==> src/rtl/mix_pkg.sv <==
// Shared types and default widths for the time-multiplexed mixer scheduler.
package mix_pkg;

    localparam int DW_DEF       = 16;
    localparam int MULT_LAT_DEF = 2;
    localparam int OUT_MSB_DEF  = 27;
    localparam int OUT_LSB_DEF  = 12;

    typedef enum logic [1:0] {SLOT_1I, SLOT_1Q, SLOT_2I, SLOT_2Q} slot_e;

    typedef enum logic {IDLE, ISSUE} state_e;

    // Travels alongside each product so the output stage knows where it belongs.
    typedef struct packed {
        logic  vld;
        slot_e slot;
    } tag_t;

endpackage

==> src/rtl/mix_mult_pipe.sv <==
// Shared signed DW x DW multiplier with LAT register stages and async clear.
module mix_mult_pipe #(
    parameter int DW  = 16,
    parameter int LAT = 2
) (
    input  logic                   clk,
    input  logic                   rst_n,
    input  logic signed [DW-1:0]   a,
    input  logic signed [DW-1:0]   b,
    output logic signed [2*DW-1:0] p
);

    localparam int PW = 2 * DW;

    logic signed [PW-1:0] stage [LAT];

    always_ff @(posedge clk or negedge rst_n) begin
        if (!rst_n) begin
            for (int i = 0; i < LAT; i++) stage[i] <= '0;
        end else begin
            stage[0] <= PW'(a) * PW'(b);
            for (int i = 1; i < LAT; i++) stage[i] <= stage[i-1];
        end
    end

    assign p = stage[LAT-1];

endmodule

==> src/rtl/mix_sched.sv <==
// Mixer scheduler: issues the four products of one ADC/NCO sample through one
// shared multiplier, rounds them and presents all four results together.
module mix_sched
    import mix_pkg::*;
#(
    parameter int DW       = DW_DEF,
    parameter int MULT_LAT = MULT_LAT_DEF,
    parameter int OUT_MSB  = OUT_MSB_DEF,
    parameter int OUT_LSB  = OUT_LSB_DEF
) (
    input  logic          CLK,
    input  logic          RST_N,
    input  logic          IN_VLD,
    output logic          IN_RDY,
    input  logic [DW-1:0] ADCDATA,
    input  logic [DW-1:0] ADCDATB,
    input  logic [DW-1:0] NCO_I,
    input  logic [DW-1:0] NCO_Q,
    output logic [DW-1:0] MIX1_DATI,
    output logic [DW-1:0] MIX1_DATQ,
    output logic [DW-1:0] MIX2_DATI,
    output logic [DW-1:0] MIX2_DATQ,
    output logic          OUT_VLD,
    output logic          OVERRUN,
    input  logic          CLR_OVR
);

    state_e               state, state_nxt;
    slot_e                slot, slot_nxt;
    logic                 run;
    logic                 xfer;
    logic [DW-1:0]        hold_a, hold_b, hold_i, hold_q;
    logic signed [DW-1:0] mul_a, mul_b;
    logic signed [2*DW-1:0] prod;
    tag_t                 tag [MULT_LAT];
    tag_t                 tag_out;
    logic [DW-1:0]        rnd;
    logic [DW-1:0]        stg [3];
    logic                 unused_prod_bits;

    // run holds IN_RDY low until the first edge after reset release.
    assign IN_RDY = run & ((state == IDLE) || (state == ISSUE && slot == SLOT_2Q));
    assign xfer   = IN_VLD & IN_RDY;

    always_comb begin
        // NOTE: every combinational output gets a default first so no path leaves it unassigned (no latch).
        state_nxt = state;
        slot_nxt  = slot;
        case (state)
            IDLE: begin
                if (xfer) begin
                    state_nxt = ISSUE;
                    slot_nxt  = SLOT_1I;
                end
            end
            ISSUE: begin
                if (slot == SLOT_2Q) begin
                    slot_nxt  = SLOT_1I;
                    state_nxt = xfer ? ISSUE : IDLE;
                end else begin
                    slot_nxt = slot_e'(slot + 2'd1);
                end
            end
            default: state_nxt = IDLE;
        endcase
    end

    always_ff @(posedge CLK or negedge RST_N) begin
        if (!RST_N) begin
            state <= IDLE;
            slot  <= SLOT_1I;
            run   <= 1'b0;
        end else begin
            state <= state_nxt;
            slot  <= slot_nxt;
            run   <= 1'b1;
        end
    end

    // NOTE: operand holding registers are pure datapath, qualified by the FSM, so they carry no reset.
    always_ff @(posedge CLK) begin
        if (xfer) begin
            hold_a <= ADCDATA;
            hold_b <= ADCDATB;
            hold_i <= NCO_I;
            hold_q <= NCO_Q;
        end
    end

    // Slot bit 1 selects the ADC channel, bit 0 selects cosine/sine.
    assign mul_a = slot[1] ? hold_b : hold_a;
    assign mul_b = slot[0] ? hold_q : hold_i;

    mix_mult_pipe #(
        .DW  (DW),
        .LAT (MULT_LAT)
    ) u_mult (
        .clk   (CLK),
        .rst_n (RST_N),
        .a     (mul_a),
        .b     (mul_b),
        .p     (prod)
    );

    always_ff @(posedge CLK or negedge RST_N) begin
        if (!RST_N) begin
            for (int i = 0; i < MULT_LAT; i++) tag[i] <= '{vld: 1'b0, slot: SLOT_1I};
        end else begin
            tag[0] <= '{vld: (state == ISSUE), slot: slot};
            for (int i = 1; i < MULT_LAT; i++) tag[i] <= tag[i-1];
        end
    end

    assign tag_out = tag[MULT_LAT-1];

    // Round half up on the kept field; overflow wraps.
    assign rnd = DW'(prod[OUT_MSB:OUT_LSB]) + DW'(prod[OUT_LSB-1]);
    assign unused_prod_bits = ^{prod[2*DW-1:OUT_MSB+1], prod[OUT_LSB-2:0]};

    always_ff @(posedge CLK or negedge RST_N) begin
        if (!RST_N) begin
            // NOTE: the staging array is explicitly cleared because reset must discard partial results.
            for (int i = 0; i < 3; i++) stg[i] <= '0;
            MIX1_DATI <= '0;
            MIX1_DATQ <= '0;
            MIX2_DATI <= '0;
            MIX2_DATQ <= '0;
            OUT_VLD   <= 1'b0;
        end else begin
            OUT_VLD <= 1'b0;
            if (tag_out.vld) begin
                if (tag_out.slot == SLOT_2Q) begin
                    MIX1_DATI <= stg[0];
                    MIX1_DATQ <= stg[1];
                    MIX2_DATI <= stg[2];
                    MIX2_DATQ <= rnd;
                    OUT_VLD   <= 1'b1;
                end else begin
                    stg[tag_out.slot] <= rnd;
                end
            end
        end
    end

    always_ff @(posedge CLK or negedge RST_N) begin
        if (!RST_N) begin
            OVERRUN <= 1'b0;
        end else begin
            OVERRUN <= (IN_VLD & ~IN_RDY) | (OVERRUN & ~CLR_OVR);
        end
    end

endmodule

==> config.mk <==
export PLATFORM = sky130hd
export DESIGN_NAME = mix_sched
export DESIGN_NICKNAME = d
export VERILOG_FILES = /design/src/rtl/mix_pkg.sv /design/src/rtl/mix_mult_pipe.sv /design/src/rtl/mix_sched.sv
export SDC_FILE = /design/constraint.sdc
export NUM_CORES = 1
export LEC_CHECK = 0
export ABC_AREA = 1
export BUFFER_PORTS_ARGS = -buffer_cell sky130_fd_sc_hd__buf_2
export CELL_PAD_IN_SITES_DETAIL_PLACEMENT = 0
export CELL_PAD_IN_SITES_GLOBAL_PLACEMENT = 1
export CORE_ASPECT_RATIO = 0.9
export CORE_MARGIN = 10
export CORE_UTILIZATION = 33
export DETAILED_ROUTE_END_ITERATION = 12
export PLACE_DENSITY = 0.63
export SETUP_SLACK_MARGIN = 0.3
export SLEW_MARGIN = 10
export SYNTH_ARGS = -nofsm -noshare
export SYNTH_HDL_FRONTEND = slang
export SYNTH_SLANG_ARGS = --single-unit
export TNS_END_PERCENT = 1
==> constraint.sdc <==
create_clock -name CLK -period 6.43 [get_ports CLK]
set_clock_uncertainty 0.05 [all_clocks]
set_input_delay 1.286 -clock CLK [delete_from_list [all_inputs] [get_ports CLK]]
set_output_delay 1.286 -clock CLK [all_outputs]
set_load 0.03 [all_outputs]
==> results.yml <==
outcome:
  outcome: "finished, final reports clean"
yosys:
  synthFlopType: "dfrtp_1"
  ys_types: 46
  ys_warn_count: 0
  synth-seq-area-share: 0.340
  syn_area_sq_um: 17300
  netlist.area_leader.share: 0.264
  syn_nets: 2260
  synth-seq-cells: 222
  synth.area.top_cells: "fa_1 (26%), dfrtp_1 (23%), edfxtp_1 (11%), nand2_1 (11%), inv_1 (8.4%)"
  synth_area_per_cell_sq_um: 9.15
  synth_area_leader_cell: "fa_1"
  synth_async_sr_flop_share: 0.712
  syn-instance-count: 1887
  synth_most_common_cell: "nand2_1"
  synthTopCellsByCount: "nand2_1 (488), inv_1 (384), fa_1 (228)"
  synth_edf_count: 64
final_layout:
  syn_to_final_growth_pct: 18.3
  final_nets: 2467
  drive_gt1_frac: 0.189
  n_antenna_cell: 0
  nFillCells: 5236
  fin_cells: 2798
global_routing:
  grt_pass1_vias: 13515
  grt_remaining_overflow: 0
  grt_antenna_before_repair: 2
  grt_max_degree: 105
  grtUsageTotal: 0.153
  grt_pass1_wl_um: 74800
timing:
  period_share: 0.928
  hold_ws_ns: 0.290
  min_period_ns: 5.97
  rsz0062_at_grt: "true"
  finalMaxSlewViolations: 0
  final_hold_viol_count: 0
  max_freq_mhz: 168
  slew-limit-headroom: 0.360
  finalSetupViolations: 0
  worst_pin_slew_ns: 0.961
  tns_ns: 0
place:
  place_congestion: 0.901
  place.detailed.hpwl_um: 38400
  io_buffers: 134
  dpl.cell_count: 2735
clock_network:
  cts_tree: "built"
  numCtsBuffers: 23
  clock_latency_ns: 0.56
  cts_root_buf: "clkbuf_16"
  cts.sinks: 222
  cts_max_level: 1
  clk_path_buf_depth: 3
  path_clk_slew_ns: 0.06
critical_path:
  worstPathMaxFanout: 13
  endpoint_kind: "register"
  cpMaxStageDelayCell: "fa_2"
  cp-start-kind: "register"
  critPathRequiredTime_ns: 6.81
  crit_chain: "buf_12, mux2i_4, nor2_4, inv_1, fa_1, inv_1, fa_2, inv_2, fa_1, fa_1, inv_1, fa_1, inv_1, fa_1, inv_1, ha_4, nand2_1, nor3_2, nand2_1, nor3_2, a21oi_2, nand3_1, nand2_1"
  path_delay_family: "adder cells"
  critPathKind: "reg -> reg"
  crit_buf_inv: 7
  max_stage_delay_ns: 0.58
  cp.arrival_ns: 6.34
floorplan:
  initial_utilization: 0.334
  core-area_sq_um: 51700
  die-area_sq_um: 61900
  die_x_um: 261
  rows: 79
  die_y_um: 237
  io_pins: 135
drt:
  post_drt_via_cell_ratio: 4.48
  detail_route.wl_per_cell_um: 16.7
  num_vias: 12547
  drt-initial-drc-count: 585
  drc: 0
  drt_wl_total_um: 46600
  ant_nets: 0
  drt_pass1_iterations: 5
run:
  maxCapViolations: 0
worst_hold_path:
  hp-class: "reg -> reg"
==> registers in the layout, summed over array words and instances, names as in the netlist, 2 cells and up <==
signal / cells
stg: 48
u_mult.p: 17
u_mult.stage: 17
MIX1_DATI: 16
MIX1_DATQ: 16
MIX2_DATI: 16
MIX2_DATQ: 16
hold_a: 16
hold_b: 16
hold_i: 16
hold_q: 16
tag: 6
slot: 2
==> logic make-up (layout without fill, tap and decap cells) <==
family	Yosys count	after routing	synth area share
compound gates	140	140	0.0452
flops	222	222	0.340
xor+xnor	31	31	0.0166
other cells	1	1	0.000217
fa+ha+maj	305	305	0.320
buf+inv	441	664	0.0987
simple gates	746	746	0.178
mux	1	1	0.000580
==> worst paths after layout <==
| check | startpoint | to | slack [ns] | cells after the start |
|---|---|---|---|---|
| setup / recovery | slot[0] | u_mult.stage[59] | 0.46 | 23 |
| min in group asynchronous | RST_N | MIX1_DATQ[15] | 0.84 | 1 |
| hold / removal | u_mult.stage[45] | u_mult.p[13] | 0.29 | 0 |
| setup reg to reg | slot[0] | u_mult.stage[59] | 0.46 | 23 |
| hold reg to reg | u_mult.stage[45] | u_mult.p[13] | 0.29 | 0 |
| max in group asynchronous | RST_N | u_mult.stage[47] | 4.22 | 2 |
==> repair_timing <==
action,CTS,global route
buffers inserted,2,18
cloned,1,1
endpoints found under the hold margin,0,0
hold buffers,0,0
gates resized for setup,13,87
setup endpoints to repair,9,15
pin swaps,0,6
==> through the flow <==
| stage | util | setup WS (ns) | area, sq um |
|---|---|---|---|
| after floorplan | - | 0.463 | 17300 |
| after global placement | 0.370 | -0.0851 | 19100 |
| after detailed placement | 0.370 | -0.0968 | 19100 |
| after CTS | 0.386 | 0.299 | 20000 |
| after global routing | 0.395 | 0.225 | 20400 |
| final | 0.395 | 0.464 | 20400 |
==> routing by layer <==
layer | vias to the layer above | part of all wire | GRT usage
met2 | 262 | 0.48 | 0.259
met3 | 70 | 0.049 | 0.0259
met1 | 6169 | 0.45 | 0.197
met4 | 0 | 0.030 | 0.0418
li1 | 6046 | - | -
met5 | - | 0 | 0
==> layout make-up <==
cell class / instances / area [sq um] / area share
Sequential cell: 222 / 5880 / 0.288
Inverter: 400 / 1520 / 0.0745
Tap cell: 688 / 861 / 0.0422
Timing Repair inverter: 1 / 7.51 / 0.000368
Timing Repair Buffer: 222 / 1430 / 0.0700
Multi-Input combinational cell: 1224 / 9960 / 0.488
Clock buffer: 34 / 677 / 0.0332
Clock inverter: 7 / 80.1 / 0.00392
==> cell usage in the layout (no fill, tap or decap), types with 8 or more instances in the layout <==
| cell | netlist | final |
|---|---|---|
| inv_1 | 384 | 378 |
| dfrtp_1 | 158 | 157 |
| ha_2 | 0 | 8 |
| nor2_1 | 163 | 152 |
| nand2_1 | 488 | 482 |
| xor2_1 | 22 | 22 |
| fa_1 | 228 | 224 |
| buf_4 | 2 | 77 |
| a21oi_1 | 24 | 16 |
| nor2_2 | 4 | 8 |
| inv_2 | 7 | 15 |
| clkbuf_16 | 0 | 23 |
| ha_1 | 77 | 66 |
| o21ai_2 | 11 | 10 |
| nor2_4 | 3 | 10 |
| or2_2 | 20 | 20 |
| o21ai_0 | 67 | 59 |
| nand2_2 | 11 | 17 |
| edfxtp_1 | 64 | 64 |
| nor3_2 | 3 | 9 |
| nand3_1 | 25 | 23 |
| o21ai_1 | 21 | 26 |
| a21oi_2 | 0 | 8 |
| buf_2 | 12 | 133 |
Power is left out: the tool's default activity adds up to more than one toggle a clock period on the data nets, which glitch-free logic cannot reach.
